===== src/rtl/tc_ram_burst_dma.sv =====
// Burst fill/copy engine driving a TC RAM port: one command at a time,
// FILL writes a constant to N words, COPY moves N words in ascending order.
module tc_ram_burst_dma #(
  parameter int    UUID       = 0,
  parameter string NAME       = "",
  parameter int    WORD_WIDTH = 64
) (
  input  logic        clk,
  input  logic        rst,
  input  logic        cmd_valid,
  output logic        cmd_ready,
  input  logic        cmd_op,
  input  logic [31:0] cmd_src,
  input  logic [31:0] cmd_dst,
  input  logic [31:0] cmd_len,
  input  logic [63:0] cmd_value,
  input  logic        abort,
  output logic        busy,
  output logic        done,
  output logic        aborted,
  output logic [31:0] words_done,
  output logic        ram_load,
  output logic        ram_save,
  output logic [31:0] ram_address,
  output logic [63:0] ram_in0,
  input  logic [63:0] ram_out0
);

  localparam int unsigned ADDR_W = 32;
  localparam int unsigned DATA_W = 64;
  localparam logic [DATA_W-1:0] DATA_MASK = {DATA_W{1'b1}} >> (DATA_W - WORD_WIDTH);

  typedef enum logic [2:0] {
    S_IDLE,
    S_FILL,
    S_RD,
    S_WR,
    S_DONE
  } state_t;

  state_t              state;
  logic [ADDR_W-1:0]   src_ptr;
  logic [ADDR_W-1:0]   dst_ptr;
  logic [ADDR_W-1:0]   rem;

  // Instance identification only; kept referenced so it stays visible in the netlist.
  logic unused_cfg;
  assign unused_cfg = (UUID != 0) || (NAME != "");

  // RAM outputs are registered on the transition into each state, so they
  // are stable for a full half-cycle before the RAM's falling-edge write.
  always_ff @(posedge clk or negedge rst) begin
    if (!rst) begin
      state       <= S_IDLE;
      cmd_ready   <= 1'b1;
      busy        <= 1'b0;
      done        <= 1'b0;
      aborted     <= 1'b0;
      words_done  <= '0;
      ram_load    <= 1'b0;
      ram_save    <= 1'b0;
      ram_address <= '0;
      ram_in0     <= '0;
      src_ptr     <= '0;
      dst_ptr     <= '0;
      rem         <= '0;
    end else begin
      done    <= 1'b0;
      aborted <= 1'b0;
      case (state)
        S_IDLE: begin
          if (cmd_valid) begin
            cmd_ready  <= 1'b0;
            busy       <= 1'b1;
            words_done <= '0;
            src_ptr    <= cmd_src;
            dst_ptr    <= cmd_dst;
            rem        <= cmd_len;
            if (cmd_len == '0) begin
              state <= S_DONE;
              done  <= 1'b1;
            end else if (!cmd_op) begin
              state       <= S_FILL;
              ram_save    <= 1'b1;
              ram_address <= cmd_dst;
              ram_in0     <= cmd_value & DATA_MASK;
            end else begin
              state       <= S_RD;
              ram_load    <= 1'b1;
              ram_address <= cmd_src;
            end
          end
        end

        S_FILL: begin
          // The word saved this cycle is always counted, even on abort.
          words_done <= words_done + 32'd1;
          dst_ptr    <= dst_ptr + 32'd1;
          rem        <= rem - 32'd1;
          if (abort || rem == 32'd1) begin
            state    <= S_DONE;
            ram_save <= 1'b0;
            done     <= 1'b1;
            aborted  <= abort;
          end else begin
            ram_address <= dst_ptr + 32'd1;
          end
        end

        S_RD: begin
          ram_load <= 1'b0;
          if (abort) begin
            state   <= S_DONE;
            done    <= 1'b1;
            aborted <= 1'b1;
          end else begin
            state       <= S_WR;
            ram_save    <= 1'b1;
            ram_address <= dst_ptr;
            ram_in0     <= ram_out0 & DATA_MASK;
          end
        end

        S_WR: begin
          words_done <= words_done + 32'd1;
          src_ptr    <= src_ptr + 32'd1;
          dst_ptr    <= dst_ptr + 32'd1;
          rem        <= rem - 32'd1;
          ram_save   <= 1'b0;
          if (abort || rem == 32'd1) begin
            state   <= S_DONE;
            done    <= 1'b1;
            aborted <= abort;
          end else begin
            state       <= S_RD;
            ram_load    <= 1'b1;
            ram_address <= src_ptr + 32'd1;
          end
        end

        S_DONE: begin
          state     <= S_IDLE;
          cmd_ready <= 1'b1;
          busy      <= 1'b0;
        end

        default: begin
          state     <= S_IDLE;
          cmd_ready <= 1'b1;
          busy      <= 1'b0;
          ram_load  <= 1'b0;
          ram_save  <= 1'b0;
        end
      endcase
    end
  end

endmodule


===== config.mk =====
export PLATFORM = sky130hd
export DESIGN_NAME = tc_ram_burst_dma
export DESIGN_NICKNAME = d
export VERILOG_FILES = /design/src/rtl/tc_ram_burst_dma.sv
export SDC_FILE = /design/constraint.sdc
export NUM_CORES = 1
export LEC_CHECK = 0
export ABC_AREA = 1
export ABC_CLOCK_PERIOD_IN_PS = 1900
export CORE_ASPECT_RATIO = 1.4
export CORE_MARGIN = 5
export CORE_UTILIZATION = 35
export CTS_BUF_LIST = sky130_fd_sc_hd__clkbuf_4 sky130_fd_sc_hd__clkbuf_8
export DETAILED_ROUTE_END_ITERATION = 12
export PLACE_DENSITY = 0.68
export SLEW_MARGIN = 20
export SYNTH_ARGS = -nofsm -noshare
export SYNTH_HDL_FRONTEND = slang
export SYNTH_SLANG_ARGS = --single-unit
export TNS_END_PERCENT = 30

===== constraint.sdc =====
create_clock -name clk -period 1.9 [get_ports clk]
set_input_delay 0.19 -clock clk [delete_from_list [all_inputs] [get_ports clk]]
set_output_delay 0.19 -clock clk [all_outputs]
set_load 0.1 [all_outputs]

==> metrics.md <==
| Metric | Value |
|---|---|
| Global route overflow | 0 |
| Wire length of the first global-routing pass | 89180 µm |
| Number of max-slew violations in the final report | 0 |
| Most frequent cells in the layout | 992 x sky130_fd_sc_hd__nand2_1, 302 x sky130_fd_sc_hd__buf_4, 226 x sky130_fd_sc_hd__clkdlybuf4s50_1, 207 x sky130_fd_sc_hd__dfrtp_1, 180 x sky130_fd_sc_hd__nor2_1 |
| Number of enable-type register cells in the synthesized netlist | 0 |
| Worst Max-Slew Pin Slew | 0.5712 ns |
| Worst IR drop on VDD | 0.0009329 V |
| Routed length per placed instance | 17.63 µm |
| Avg Cell Area, Syn | 6.565 µm² |
| Root Driver | sky130_fd_sc_hd__clkbuf_8 |
| Footprint of the multi-input gates | 0.007861 mm² |
| Total negative slack | 0 ns |
| Seq cells post-synth | 233 |
| Insertion delay of the later-clocked pin in the worst-skew pair | about 0.58 ns |
| Status | finished, final reports clean |
| Die height | 251.1 µm |
| Number of rows created at floorplan | 88 |
| RePlAce Congestion | 0.9456 |
| RSZ-0062 raised after global routing | yes |
| Number of violations reported at the end of detailed-routing iteration 0 | approximately 1100 |
| Hold WC Path Type | in -> async |
| Residual DRC | 0 |
| Final setup skew | 0.01658 ns |
| Die Outline Area | 0.04576 mm² |
| Nets@finish | 2961 |
| CP peak stage delay | 0.40 ns |
| Most used cell, CP | sky130_fd_sc_hd__nand2_1 |
| Num CTS Buffers | 42 |
| Max Root-Sink Buffers | 3 |
| Placeable Area | 0.04118 mm² |
| Num Clock Sinks | around 230 |
| Clock tree from TritonCTS | done |
| Hold Fails Final Rpt | 0 |
| Routed vias | about 17000 |
| Post-synthesis instance area | between 0.01 and 0.015 mm² |
| Count of buffers from port buffering | approximately 360 |
| Maximum number of pins on one net before global-route repair | 65 |
| FF/Latch Area | 0.005868 mm² |
| Highest net fanout along the worst path | 26 |
| Post-detailed-route count of antenna-violating nets | 0 |
| First-pass iteration count of the detailed router | 5 |
| Gate family responsible for the most delay along the worst path | simple AND/OR/NAND/NOR gates |
| Tot GR Track Use | between 20 and 25% |
| Worst setup slack after placement | -0.3286 ns |
| Min setup slack post-route | about 0.05 ns |
| Final core occ | 51.27% |
| Fin area | 0.02111 mm² |
| Fmax | roughly 0.54 GHz |
| Starting utilization of the core area | 35.29% |
| Maximum level of the CTS H-tree | 2 |
| Via count of the first global-routing pass | 16540 |
| Boundary pin count | 363 |
| Ordered cell list for the critical path | buf_4, nor2_4, nand2_2, inv_2, buf_12, nand3_1, nand4_1, nand2_1, nand2_1 |
| Initial antenna violation count | 7 |
| HPWL after detailed placement | 44420 µm |
| Arrival time at the worst endpoint | 2.36 ns |
| Filler cells | 4101 |
| Syn-to-layout area delta | 45.26% |
| Synthesized netlist net count | 2448 |
| Max-slew headroom at the worst pin | around 62% |
| Post-layout min period | about 1.9 ns |
| Share of the yosys chip area belonging to registers | 40.13% |
| Fin crit share | a little over nine tenths |
| Setup-failing EPs final | 0 |
| Most used DFF post-synth | sky130_fd_sc_hd__dfrtp_1 |
| CP Launch Type | flip-flop |
| Ratio of total power to cell area | 1860 mW/mm² |
| Total Wirelength | 58200 µm |
| Commonest non-fill, non-tap cell in the layout | sky130_fd_sc_hd__nand2_1 |
| Share of final-layout standard cells stronger than drive strength 1 | 19.77% |
| Clock-pin slew reported for the worst setup and hold paths after clock tree synthesis | roughly 0.07 ns |
| Worst Path Buf+Inv | 3 |
| Horizontal extent of the die | between 150 and 200 µm |
| Pleak | 0.01027 µW |
| Syn Inst Count | 2214 |
| Count of cell types in the netlist | 42 |
| YS warnings | 0 |
| Share of async-settable or async-resettable flops after synthesis | between 90% and 100% |
| Post-route total power | 39260 µW |
| Routed via count divided by cell count | 5.072 |
| Capturing element type of the critical path | flip-flop |
| Max stage delay cell, worst path | sky130_fd_sc_hd__dfrtp_1 |
| Crit Path Class | reg -> reg |
| Critical Path RT | between 2 and 2.5 ns |
| Post-place instance area | 0.01970 mm² |
| Maximum capacitance violations | 0 |
power by group:
group          switching (µW)  internal (µW)  leakage (µW)  total (µW)
Combinational           17600           7350       0.00693       24900
Sequential               1810           7220       0.00285        9030
Clock                    2280           3040      0.000485        5320
cells in the mapped netlist, types with 2 or more instances:
master,count,area (µm²)
sky130_fd_sc_hd__nand2_1,1010,3791
sky130_fd_sc_hd__dfrtp_1,232,5806
sky130_fd_sc_hd__nor2_1,217,814.5
sky130_fd_sc_hd__inv_1,172,645.6
sky130_fd_sc_hd__nand3_1,136,680.7
sky130_fd_sc_hd__o21ai_0,111,555.5
sky130_fd_sc_hd__nand4_1,41,256.5
sky130_fd_sc_hd__buf_2,33,165.2
sky130_fd_sc_hd__clkbuf_1,31,116.4
sky130_fd_sc_hd__o221ai_1,31,271.5
sky130_fd_sc_hd__a21oi_1,30,150.1
sky130_fd_sc_hd__o211ai_1,24,180.2
sky130_fd_sc_hd__a22oi_1,16,120.1
sky130_fd_sc_hd__xor2_1,16,140.1
sky130_fd_sc_hd__inv_2,11,41.29
sky130_fd_sc_hd__buf_4,10,75.07
sky130_fd_sc_hd__nor3_1,9,45.04
sky130_fd_sc_hd__buf_1,8,30.03
sky130_fd_sc_hd__buf_6,7,78.83
sky130_fd_sc_hd__o2111ai_1,7,61.31
sky130_fd_sc_hd__or2_2,7,43.79
sky130_fd_sc_hd__xnor2_1,7,61.31
sky130_fd_sc_hd__nand3b_1,6,45.04
sky130_fd_sc_hd__nor2_2,6,37.54
sky130_fd_sc_hd__o22ai_1,6,37.54
sky130_fd_sc_hd__ha_1,5,62.56
sky130_fd_sc_hd__mux2i_1,3,30.03
sky130_fd_sc_hd__nand2_2,3,18.77
sky130_fd_sc_hd__a21o_1,2,15.01
sky130_fd_sc_hd__a31oi_1,2,12.51
sky130_fd_sc_hd__nor2_4,2,22.52
sky130_fd_sc_hd__nor4_1,2,12.51
sky130_fd_sc_hd__o21bai_1,2,15.01
worst paths after layout:
kind,start,end,slack (ns),depth (start not counted)
min in group clk,cmd_op,state[1]$_DFFE_PN0P_,0.22,5
hold / removal,rst,dst_ptr[22]$_DFFE_PN0P_,0.14,2
hold reg to reg,ram_in0[17]$_DFFE_PN0P_,ram_in0[17]$_DFFE_PN0P_,0.48,2
setup / recovery,state[2]$_DFFE_PN0P_,ram_address[19]$_DFFE_PN0P_,0.05,9
max in group asynchronous,rst,cmd_ready$_DFFE_PN1P_,1.09,3
setup reg to reg,state[2]$_DFFE_PN0P_,ram_address[19]$_DFFE_PN0P_,0.05,9
kinds of logic (layout without fill, tap and decap cells):
| group | Yosys count | in the layout | share of synthesized area, % |
|---|---|---|---|
| other | 0 | 4 | 0 |
| adder cells (fa/ha/maj) | 5 | 5 | 0.4304 |
| AND/OR/NAND/NOR | 1443 | 1443 | 39.91 |
| XOR/XNOR | 23 | 23 | 1.386 |
| buffers and inverters | 272 | 815 | 7.929 |
| AO/OA/AOI/OAI | 235 | 235 | 10.01 |
| multiplexers | 3 | 3 | 0.2066 |
| flip-flops | 233 | 233 | 40.13 |
final cells by class:
class | count | share of cell area [%]
inverters | 183 | 3.295
clock inverters | 12 | 0.6816
repair buffers | 558 | 24.06
clock buffers | 62 | 3.686
flip-flops and latches | 233 | 27.80
well taps | 540 | 3.200
multi-input cells | 1709 | 37.24
diodes | 4 | 0.04741
timing repair:
action | CTS | global route
setup endpoints to repair | 84 | 142
hold buffers | 1 | 0
endpoints found under the hold margin | 232 | 0
resized for setup | 11 | 95
gates cloned | 0 | 2
pin swaps | 2 | 19
buffers inserted | 1 | 12
stage by stage:
step,hold WS [ns],cells
after floorplan,-0.1056,2214
after global placement,0.1570,3207
after detailed placement,0.1570,3207
after CTS,0.1137,3283
after global routing,0.1616,3301
final,0.1404,3301
per-layer routing:
metal / global-route usage [%] / wire length, µm
met4: 9.719 / 2459
met2: 42.60 / 29530
met3: 4.067 / 3737
met1: 28.98 / 22440
met5: 0 / 37
state kept, by name (all words and copies together) (netlist names):
signal and count:
ram_in0 64, src_ptr 32, ram_address 32, rem 32, ram_load 1, cmd_ready 1
done 1, dst_ptr 32, aborted 1, state 3, ram_save 1, words_done 32
busy 1
worst reg2reg max path: cells and delay by family (launching register included):
family,cells,cell delay [ns]
DFF,1,0.40
and+or+nand+nor,6,0.86
buffers and inverters,3,0.50
No activity file was read; power rests on OpenSTA's default activity.
